**src/rtl/io_input_conditioner.sv**
```systemverilog
// ---------------------------------------------------------------------------
// io_input_conditioner
// Board-side input conditioning for switches and push-buttons feeding the core.
//   * 2-FF synchronisers on every raw pin.
//   * Per-bit debounce for buttons (one counter each), presented active-high.
//   * Whole-vector debounce for switches (one shared counter, the vector must
//     be motionless before a new value is accepted).
//   * Press events: registered one-cycle pulse plus sticky flag with
//     write-1-to-clear; a set on the same edge as a clear wins.
// ---------------------------------------------------------------------------
module io_input_conditioner #(
    parameter int unsigned SW_W        = 32,
    parameter int unsigned BTN_W       = 4,
    parameter int unsigned DEBOUNCE_N  = 50000,
    parameter bit          BTN_ACT_LOW = 1'b1
) (
    input  logic             i_clk,
    input  logic             i_rst,
    input  logic [SW_W-1:0]  i_sw_raw,
    input  logic [BTN_W-1:0] i_btn_raw,
    input  logic [BTN_W-1:0] i_evt_clr,
    output logic [SW_W-1:0]  o_io_sw,
    output logic [BTN_W-1:0] o_io_btn,
    output logic [BTN_W-1:0] o_btn_pulse,
    output logic [BTN_W-1:0] o_btn_press,
    output logic             o_sw_changed
);

    // -----------------------------------------------------------------------
    // Constants
    // -----------------------------------------------------------------------
    localparam int unsigned      CNT_W   = $clog2(DEBOUNCE_N);
    localparam logic [CNT_W-1:0] CNT_MAX = CNT_W'(DEBOUNCE_N - 1);
    localparam logic [CNT_W-1:0] CNT_ONE = CNT_W'(1);

    // Raw level of a released button; synchronisers start here so that
    // leaving reset never looks like a press.
    localparam logic [BTN_W-1:0] BTN_REL = {BTN_W{BTN_ACT_LOW}};

    // -----------------------------------------------------------------------
    // Synchronisers
    // -----------------------------------------------------------------------
    logic [BTN_W-1:0] btn_ff1_q, btn_ff2_q;
    logic [SW_W-1:0]  sw_ff1_q, sw_ff2_q, sw_ff3_q;
    logic [BTN_W-1:0] btn_sync;

    // Two-stage capture of the raw pins, plus a third switch stage that keeps
    // the previous synchronised switch vector for motion detection.
    // NOTE: clocked state always uses non-blocking assignments so every
    // register samples the pre-edge value of its neighbours.
    always_ff @(posedge i_clk or posedge i_rst) begin
        if (i_rst) begin
            btn_ff1_q <= BTN_REL;
            btn_ff2_q <= BTN_REL;
            sw_ff1_q  <= '0;
            sw_ff2_q  <= '0;
            sw_ff3_q  <= '0;
        end else begin
            btn_ff1_q <= i_btn_raw;
            btn_ff2_q <= btn_ff1_q;
            sw_ff1_q  <= i_sw_raw;
            sw_ff2_q  <= sw_ff1_q;
            sw_ff3_q  <= sw_ff2_q;
        end
    end

    // Active-high view of the synchronised buttons (1 = pressed).
    assign btn_sync = btn_ff2_q ^ BTN_REL;

    // -----------------------------------------------------------------------
    // Button debounce, one independent counter per bit
    // -----------------------------------------------------------------------
    logic [CNT_W-1:0] btn_cnt_q [BTN_W];
    logic [CNT_W-1:0] btn_cnt_d [BTN_W];
    logic [BTN_W-1:0] btn_stable_q, btn_stable_d;
    logic [BTN_W-1:0] btn_rise;

    // Per-bit next state: count while the input disagrees with the held
    // level, accept on the last count, restart whenever it agrees again.
    // NOTE: every output of this block gets a default first, so no path can
    // leave a variable unassigned and infer a latch.
    always_comb begin
        btn_stable_d = btn_stable_q;
        btn_rise     = '0;
        for (int i = 0; i < BTN_W; i++) begin
            btn_cnt_d[i] = '0;
            if (btn_sync[i] != btn_stable_q[i]) begin
                if (btn_cnt_q[i] == CNT_MAX) begin
                    btn_stable_d[i] = btn_sync[i];
                    // Accepting a 1 is by construction a 0 -> 1 transition.
                    btn_rise[i]     = btn_sync[i];
                end else begin
                    btn_cnt_d[i] = btn_cnt_q[i] + CNT_ONE;
                end
            end
        end
    end

    // Button debounce state registers.
    // NOTE: the counter array is a handful of flops, not a RAM, so it is
    // cleared on reset like any other state; a count in progress is discarded.
    always_ff @(posedge i_clk or posedge i_rst) begin
        if (i_rst) begin
            btn_stable_q <= '0;
            for (int i = 0; i < BTN_W; i++) begin
                btn_cnt_q[i] <= '0;
            end
        end else begin
            btn_stable_q <= btn_stable_d;
            for (int i = 0; i < BTN_W; i++) begin
                btn_cnt_q[i] <= btn_cnt_d[i];
            end
        end
    end

    // -----------------------------------------------------------------------
    // Press events
    // -----------------------------------------------------------------------
    logic [BTN_W-1:0] btn_pulse_q, btn_pulse_d;
    logic [BTN_W-1:0] btn_press_q, btn_press_d;

    // Pulse marks the edge on which the debounced level rises; the sticky
    // flag sets on that same edge and a simultaneous clear loses.
    always_comb begin
        btn_pulse_d = btn_rise;
        btn_press_d = btn_rise | (btn_press_q & ~i_evt_clr);
    end

    // Press event registers.
    always_ff @(posedge i_clk or posedge i_rst) begin
        if (i_rst) begin
            btn_pulse_q <= '0;
            btn_press_q <= '0;
        end else begin
            btn_pulse_q <= btn_pulse_d;
            btn_press_q <= btn_press_d;
        end
    end

    // -----------------------------------------------------------------------
    // Switch debounce, one counter for the whole vector
    // -----------------------------------------------------------------------
    logic [CNT_W-1:0] sw_cnt_q, sw_cnt_d;
    logic [SW_W-1:0]  sw_stable_q, sw_stable_d;
    logic             sw_chg_q, sw_chg_d;
    logic             sw_moving;
    logic             sw_differs;

    assign sw_moving  = (sw_ff2_q != sw_ff3_q);
    assign sw_differs = (sw_ff2_q != sw_stable_q);

    // Any movement restarts the count; a motionless vector that differs from
    // the held one is accepted once it has stayed put long enough.
    always_comb begin
        sw_cnt_d    = '0;
        sw_stable_d = sw_stable_q;
        sw_chg_d    = 1'b0;
        if (!sw_moving && sw_differs) begin
            if (sw_cnt_q == CNT_MAX) begin
                sw_stable_d = sw_ff2_q;
                sw_chg_d    = 1'b1;
            end else begin
                sw_cnt_d = sw_cnt_q + CNT_ONE;
            end
        end
    end

    // Switch debounce state registers.
    always_ff @(posedge i_clk or posedge i_rst) begin
        if (i_rst) begin
            sw_cnt_q    <= '0;
            sw_stable_q <= '0;
            sw_chg_q    <= 1'b0;
        end else begin
            sw_cnt_q    <= sw_cnt_d;
            sw_stable_q <= sw_stable_d;
            sw_chg_q    <= sw_chg_d;
        end
    end

    // -----------------------------------------------------------------------
    // Outputs
    // -----------------------------------------------------------------------
    assign o_io_sw      = sw_stable_q;
    assign o_io_btn     = btn_stable_q;
    assign o_btn_pulse  = btn_pulse_q;
    assign o_btn_press  = btn_press_q;
    assign o_sw_changed = sw_chg_q;

endmodule

```
**config.mk**
```make
export PLATFORM = sky130hd
export DESIGN_NAME = io_input_conditioner
export DESIGN_NICKNAME = d
export VERILOG_FILES = /design/src/rtl/io_input_conditioner.sv
export SDC_FILE = /design/constraint.sdc
export NUM_CORES = 1
export LEC_CHECK = 0
export CAP_MARGIN = 20
export CORE_ASPECT_RATIO = 1.25
export CORE_UTILIZATION = 56
export DETAILED_ROUTE_END_ITERATION = 6
export HOLD_SLACK_MARGIN = 0.02
export PLACE_DENSITY = 0.79
export SYNTH_ARGS = -nofsm -noshare
export SYNTH_HDL_FRONTEND = slang
export SYNTH_SLANG_ARGS = --single-unit
```
**constraint.sdc**
```tcl
create_clock -name i_clk -period 10.3 [get_ports i_clk]
set_input_delay 2.06 -clock i_clk [delete_from_list [all_inputs] [get_ports i_clk]]
set_output_delay 2.06 -clock i_clk [all_outputs]
set_load 0.03 [all_outputs]
```
* After elaboration in Yosys (flattened, before gate mapping)
Index checks and enable logic that the tools add are counted.
** Word-level totals
- Register bits :: 229
- Output and inout port bits :: 45
- Input port bits :: 42
- Word-level logic and storage cells :: 65
** Cells by class
- Eq/ne operators :: 11
- Reduce and logical (&&, ||, !) cells :: 7
- Bitwise logic cells :: 4
- $add $sub $neg :: 5
- Muxes and demuxes :: 20
** Operators with widths (count)
- two-way mux 16 bit :: 10
- adder 16 x 1 -> 16 bit, second input constant :: 5
- equality test 16 bit, second input constant :: 5
- != test 32 bit :: 2
- two-way mux 1 bit :: 10
- AND reduction 2 bit :: 5
- NOT 4 bit :: 2
- bitwise AND 4 bit :: 1
- != test 1 bit :: 4
- OR 4 bit :: 1
- logical AND 1 bit :: 1
- logical NOT 1 bit :: 1

* Logic depth before layout (Yosys ltp)
Gate-level depths: netlist (run 1).
- Depth in word-level cells :: 4
- Depth in mapped cells :: 7
- Gate-level depth less buffers :: 6

* Worst setup path after synthesis (run 1)
No wires, ideal clock.
- Kind :: register to output
- From :: register btn_stable_q[0] (netlist: o_io_btn[0])
- To :: output o_io_btn[0]
- Data required time :: 8.240 ns
- Buffers on the path :: 0
- Cell stages (with the launch flop) :: 1
- Arrival time :: 0.524 ns
- Slack :: 7.716 ns
- Path through :: dfrtp_1
** RTL lines
- start, declared :: RTL line 75 : logic [BTN_W-1:0] btn_stable_q, btn_stable_d;
- start signal, assigned :: RTL line 109 : btn_stable_q <= btn_stable_d;
- end, declared :: RTL line 23 : output logic [BTN_W-1:0] o_io_btn,
No word-level cell between the ends.

==> results.ini, run 1 <==
[sta]
period_minus_slack_ns=3.683
drv_slew=0
slew_headroom_pct=36.16
rsz0062_at_grt=no
period_share_pct=35.76
setup_viol=0
hold_ws_ns=0.3468
setup_ws_ns=6.617
clock_skew_ns=0.007604
worst_slew_pin_slew_ns=0.9576
hold_viol_final=0
max_freq_mhz=271.5
setup_tns_ns=0

[logic_synthesis]
synth_seq_cells=229
synth_area_per_cell_um2=12.90
synthCells=680
syn_area_um2=8770
synth_top_cell_area_share_pct=63.06
ys_types=29
yosysTopAreaCell=dfrtp_1
synth_top_flop_cell=dfrtp_1
synthArstFlopShare_pct=100.0
synth_area_leaders=dfrtp_1 63%, xnor2_1 7.3%, xor2_1 6.5%
yosys_warnings=0
syn_nets=727
synth_edf_count=0
synth_seq_area_share_pct=65.46

[place]
portBuffers=86
post-place-ws_ns=5.952
gp_congestion=0.8400
place_hpwl_um=10690

[clock_network]
clk_latency_ns=0.50
numCtsBuffers=22
cts_resized=0
root_buffer=clkbuf_16
htree_levels=1
clock_tree.buffer_depth=3
cts_tree=yes
cts_setup_buffers=0
hold_buffers=0
clk_pin_slew_worst_paths_ns=0.06
cts.sinks=229

[route]
vias_per_cell=5.262
routedWlPerCell_um=16.39
drc=0
drt_iter0_markers=189
ant_nets=0
routed_wl_um=16480
via_count=5288
drt_first_pass_iters=4

[critical_path]
path_cells=clkdlybuf4s50_1, inv_8, buf_16, buf_4
slowest_delay_ns=0.82
startpoint_type=input port
required_ns=10.80
cp-end-kind=async pin
crit_slowest_cell=buf_4
crit_path_max_fanout=127
cp.arrival_ns=4.18
crit_type=in -> async

[layout]
final_cell_mix=221 x dfrtp_1, 86 x clkdlybuf4s50_1, 73 x xnor2_1
nNetsFinal=829
insertedDiodeCount=0
utilization_pct=70.17
drive_gt1_share_pct=10.66
synthToLayoutAreaGrowth_pct=21.13
layout_commonest_cell=dfrtp_1

[pwr]
ir_drop_mv=0.1407
p_leak_nw=4.606
powerDensity_nw_per_um2=171.6

[global_route]
grt_pass1_vias=5714
grtUsageTotal_pct=21.50
antenna_found_initial=0
grt-ovfl-total=0
grt_max_degree=152
grt_pass1_wl_um=27370

[min_path]
worstHoldPathType=reg -> reg

[run]
max-cap-violations=0

[status]
outcome=complete, no violations

[floorplanning]
boundaryPins=87
initial_core_util_pct=57.93
coreArea_um2=15140
rows=50
die_h_um=141.9
die_w_um=113.9
dieArea_um2=16170

[synth_stat cells (3+ instances only)]
cell type / count
clkbuf_1: 7
xnor2_1: 73
ha_1: 5
nor2_1: 72
a21o_1: 4
dfrtp_1: 221
nand3_1: 33
nand4_1: 20
xor2_1: 65
and3_1: 18
nor4_1: 14
nor4b_1: 5
buf_6: 3
nor3_1: 35
or2_2: 4
nand2_1: 34
mux2_2: 32
o21ai_0: 4
inv_1: 11
dfstp_2: 8
[flip-flops by register name (all words and copies together), names as in the netlist]
register      flops
btn_cnt_q        64
btn_ff1_q         4
btn_ff2_q         4
o_btn_press       4
o_btn_pulse       4
o_io_btn          4
o_io_sw          32
o_sw_changed      1
sw_cnt_q         16
sw_ff1_q         32
sw_ff2_q         32
sw_ff3_q         32
[final timing paths]
| check | to | slack, ns | startpoint | depth (start not counted) |
|---|---|---|---|---|
| worst min-delay path | sw_ff2_q[3] | 0.35 | sw_ff1_q[3] | 0 |
| worst min register to register | sw_ff2_q[3] | 0.35 | sw_ff1_q[3] | 0 |
| min in group asynchronous | btn_cnt_q[54] | 1.91 | i_rst | 2 |
| max in group i_clk | o_io_sw[6] | 6.62 | o_io_sw[6] | 1 |
| worst max-delay path | sw_ff1_q[9] | 6.62 | i_rst | 4 |
| worst max register to register | o_io_sw[8] | 7.03 | sw_ff2_q[15] | 6 |
[kinds of logic (layout without fill, tap and decap cells)]
family / count (synthesis) / in the layout / synth area share (%)
flip-flops: 229 / 229 / 65.46
AO/OA/AOI/OAI: 10 / 10 / 0.9988
buffers and inverters: 22 / 139 / 1.213
adder cells (fa/ha/maj): 5 / 5 / 0.7134
XOR/XNOR: 138 / 138 / 13.78
AND/OR/NAND/NOR: 244 / 244 / 13.73
multiplexers: 32 / 32 / 4.109
[per-layer routing]
metal | share of wire, % | track usage, % | up-vias
met5 | 0 | 0 | -
met4 | 2.8 | 7.929 | 0
met3 | 4.3 | 3.973 | 31
met2 | 51 | 37.26 | 122
met1 | 41 | 26.95 | 2653
li1 | - | - | 2482
[power by group]
group          total (mW)  leakage, nW  internal (mW)  switching, mW
logic              0.0642         1.30         0.0295         0.0346
registers           0.944         2.94          0.925         0.0188
clock network       0.815        0.369          0.495          0.320
[metrics by stage]
stage | area, um^2 | cells | power [mW]
after floorplan | 8770 | 680 | 0.9924
final | 10620 | 1005 | 1.823
after CTS | 10600 | 1004 | 1.844
after global placement | 9848 | 965 | 1.021
after global routing | 10620 | 1005 | 1.889
after detailed placement | 9848 | 965 | 1.024
[cell type report]
cell class              instances  area (um^2)
clock buffers                  33        663.1
clock inverters                 6        83.83
fillers                      1042         4517
inverters                      11        48.80
multi-input cells             429         2923
flip-flops and latches        229         5741
well taps                     208        260.3
repair buffers                 89        903.4
[worst max-delay path, delay by kind of cell]
family,cells,cell delay [ns]
buffers and inverters,4,2.00
No activity file was read; power rests on OpenSTA's default activity.
==> run 2, diff against run 1 <==
==> constraint.sdc (replaced) <==
create_clock -name i_clk -period 3.8 [get_ports i_clk]
set_input_delay 0.76 -clock i_clk [delete_from_list [all_inputs] [get_ports i_clk]]
set_output_delay 0.76 -clock i_clk [all_outputs]
set_load 0.03 [all_outputs]
==> run 2 against run 1 <==
- hold slack worse by 0.0025 ns
- setup slack worse by 5.3 ns
- count of clock-buffer cells in the layout up 5
- non-clock buffer count up 3
- cell area up 0.34%
- global-route usage up 0.29 points
- sequential cell count unchanged
- routed wire length down 0.53%
==> results.ini, run 2 (synthesis gave the netlist of run 1 again) <==
[place]
place_hpwl_um=11290  ; +5.6%
gp_congestion=0.8224  ; -2.1%
placed_cells=969  ; +0.41%
post-place-ws_ns=1.289  ; -4.662 ns
portBuffers=86  ; unchanged

[clock_network]
htree_levels=1  ; unchanged
numCtsBuffers=22  ; unchanged
cts_resized=0  ; unchanged
clk_pin_slew_worst_paths_ns=0.06  ; about the same
cts_tree=yes
hold_buffers=0  ; unchanged
clock_tree.buffer_depth=3  ; unchanged
cts_setup_buffers=0  ; unchanged
root_buffer=clkbuf_16
clk_latency_ns=0.50  ; about the same
cts.sinks=229  ; unchanged

[layout]
synthToLayoutAreaGrowth_pct=21.54
drive_gt1_share_pct=10.86  ; +0.20 points
layout_commonest_cell=dfrtp_1
top_register=btn_cnt_q
largest_reg_flops=64  ; unchanged
fin_cells=1009  ; +0.40%
nNetsFinal=832  ; +0.36%
final_cell_mix=221 x dfrtp_1, 86 x clkdlybuf4s50_1, 73 x xnor2_1
insertedDiodeCount=0  ; unchanged

[critical_path]
reg2reg_from=sw_ff2_q[15]
required_ns=4.18  ; -6.62 ns
crit_type=reg -> reg
cp-end-kind=flip-flop
crit_path_max_fanout=17  ; -87%
cp.arrival_ns=2.88  ; -1.30 ns
startpoint_type=flip-flop
startpoint=sw_ff2_q[15]

[sta]
setup_tns_ns=0  ; unchanged
hold_viol_final=0  ; unchanged
drv_slew=0  ; unchanged
rsz0062_at_grt=no
period_share_pct=65.91
slew_headroom_pct=43.51  ; +7.3 points
max_freq_mhz=399.3
clock_skew_ns=0.006875  ; -0.0007294 ns
worst_slew_pin_slew_ns=0.8456  ; -0.1120 ns
setup_viol=0  ; unchanged
setup_ws_ns=1.296  ; -5.321 ns
period_minus_slack_ns=2.504

[route]
ant_nets=0  ; unchanged
routed_wl_um=16390  ; -0.53%
drt_first_pass_iters=4  ; unchanged
routedWlPerCell_um=16.24  ; -0.93%
via_count=5317  ; +0.55%
vias_per_cell=5.270  ; +0.15%
drc=0  ; unchanged
drt_iter0_markers=269  ; +42%

[pwr]
power.switching_mw=0.9995  ; +170%
p_seq_share_pct=52.0  ; +0.2 points
clkPwrFrac_pct=44.5  ; -0.2 points
swShare_pct=20.29  ; -0.20 points
p_int_mw=3.926  ; +170%
p_total_mw=4.925  ; +170%
p_leak_nw=4.618  ; +0.28%
ir_drop_mv=0.4106  ; +190%
pwr-share-comb_pct=3.5  ; about the same
powerDensity_nw_per_um2=462.1  ; +170%

[status]
outcome=complete, no violations

[floorplanning]
die_w_um=113.9  ; unchanged
coreArea_um2=15140  ; unchanged
rows=50  ; unchanged
initial_core_util_pct=57.93  ; unchanged
boundaryPins=87  ; unchanged
die_h_um=141.9  ; unchanged
dieArea_um2=16170  ; unchanged

[global_route]
grt_pass1_vias=5788  ; +1.3%
grt_pass1_wl_um=27860  ; +1.8%
grtUsageTotal_pct=21.80  ; +0.29 points
grt-ovfl-total=0  ; unchanged
antenna_found_initial=0  ; unchanged
grt_max_degree=67  ; -56%

[min_path]
worstHoldPathType=reg -> reg
min_from=sw_ff1_q[15]

[run]
max-cap-violations=0  ; unchanged

## run 2: changes by cell type in the layout (fill, tap and decap cells not counted)
cell,change
buf_12,+3
buf_16,-1
buf_4,+1
bufinv_16,-1
clkbuf_1,+2
clkbuf_8,+3
clkinv_2,-2
clkinv_4,-1
clkinvlp_4,+1
inv_8,-1
## run 2: path summary, 6_finish.rpt
check / to / slack [ns] / depth (start not counted)
setup / recovery: o_io_sw[18] / 1.30 / 6
hold / removal: sw_ff2_q[15] / 0.34 / 0
setup reg to reg: o_io_sw[18] / 1.30 / 6
hold reg to reg: sw_ff2_q[15] / 0.34 / 0
max in group asynchronous: btn_ff2_q[2] / 2.18 / 3
min in group asynchronous: sw_ff1_q[9] / 0.78 / 2
## run 2: routing by layer
| layer | part of all wire (%) | global-route usage (%) | vias to the layer above |
|---|---|---|---|
| li1 | - | - | 2495 |
| met1 | 41 | 26.52 | 2663 |
| met2 | 52 | 38.92 | 127 |
| met3 | 5.2 | 4.528 | 32 |
| met4 | 2.1 | 6.562 | 0 |
| met5 | 0 | 0 | - |
## run 2: cell type report
class	count	area [um^2]
sequential	229	5741
fill	1085	4481
multi-input combinational	429	2923
timing repair buffer	92	943.4
clock buffer	38	711.9
tap	208	260.3
inverter	11	45.04
clock inverter	2	35.03
## run 2: power groups by stage
stage / logic, mW / clock network (mW) / registers, mW
after global placement: 0.173 / 0 / 2.60
after floorplan: 0.100 / 0 / 2.59
after detailed placement: 0.177 / 0 / 2.60
after CTS: 0.180 / 2.23 / 2.56
after global routing: 0.198 / 2.34 / 2.57
final: 0.174 / 2.19 / 2.56
## run 2: critical path, cell delays in order, from the launching register on
cell       delay (ns)
dfrtp_1          0.43
xor2_1           0.17
nor4_1           0.47
nand4_1          0.26
a2111oi_4        0.35
buf_4            0.33
mux2_2           0.38
## run 2: per-stage QoR
step | area [um^2] | hold slack, ns | utilization, %
finish | 10660 | 0.3443 | 70.41
global route | 10660 | 0.3536 | 70.41
CTS | 10660 | 0.3462 | 70.41
detailed placement | 9912 | 0.3355 | 65.47
global placement | 9912 | 0.3342 | 65.47
floorplan | 8773 | 0.3312 | -
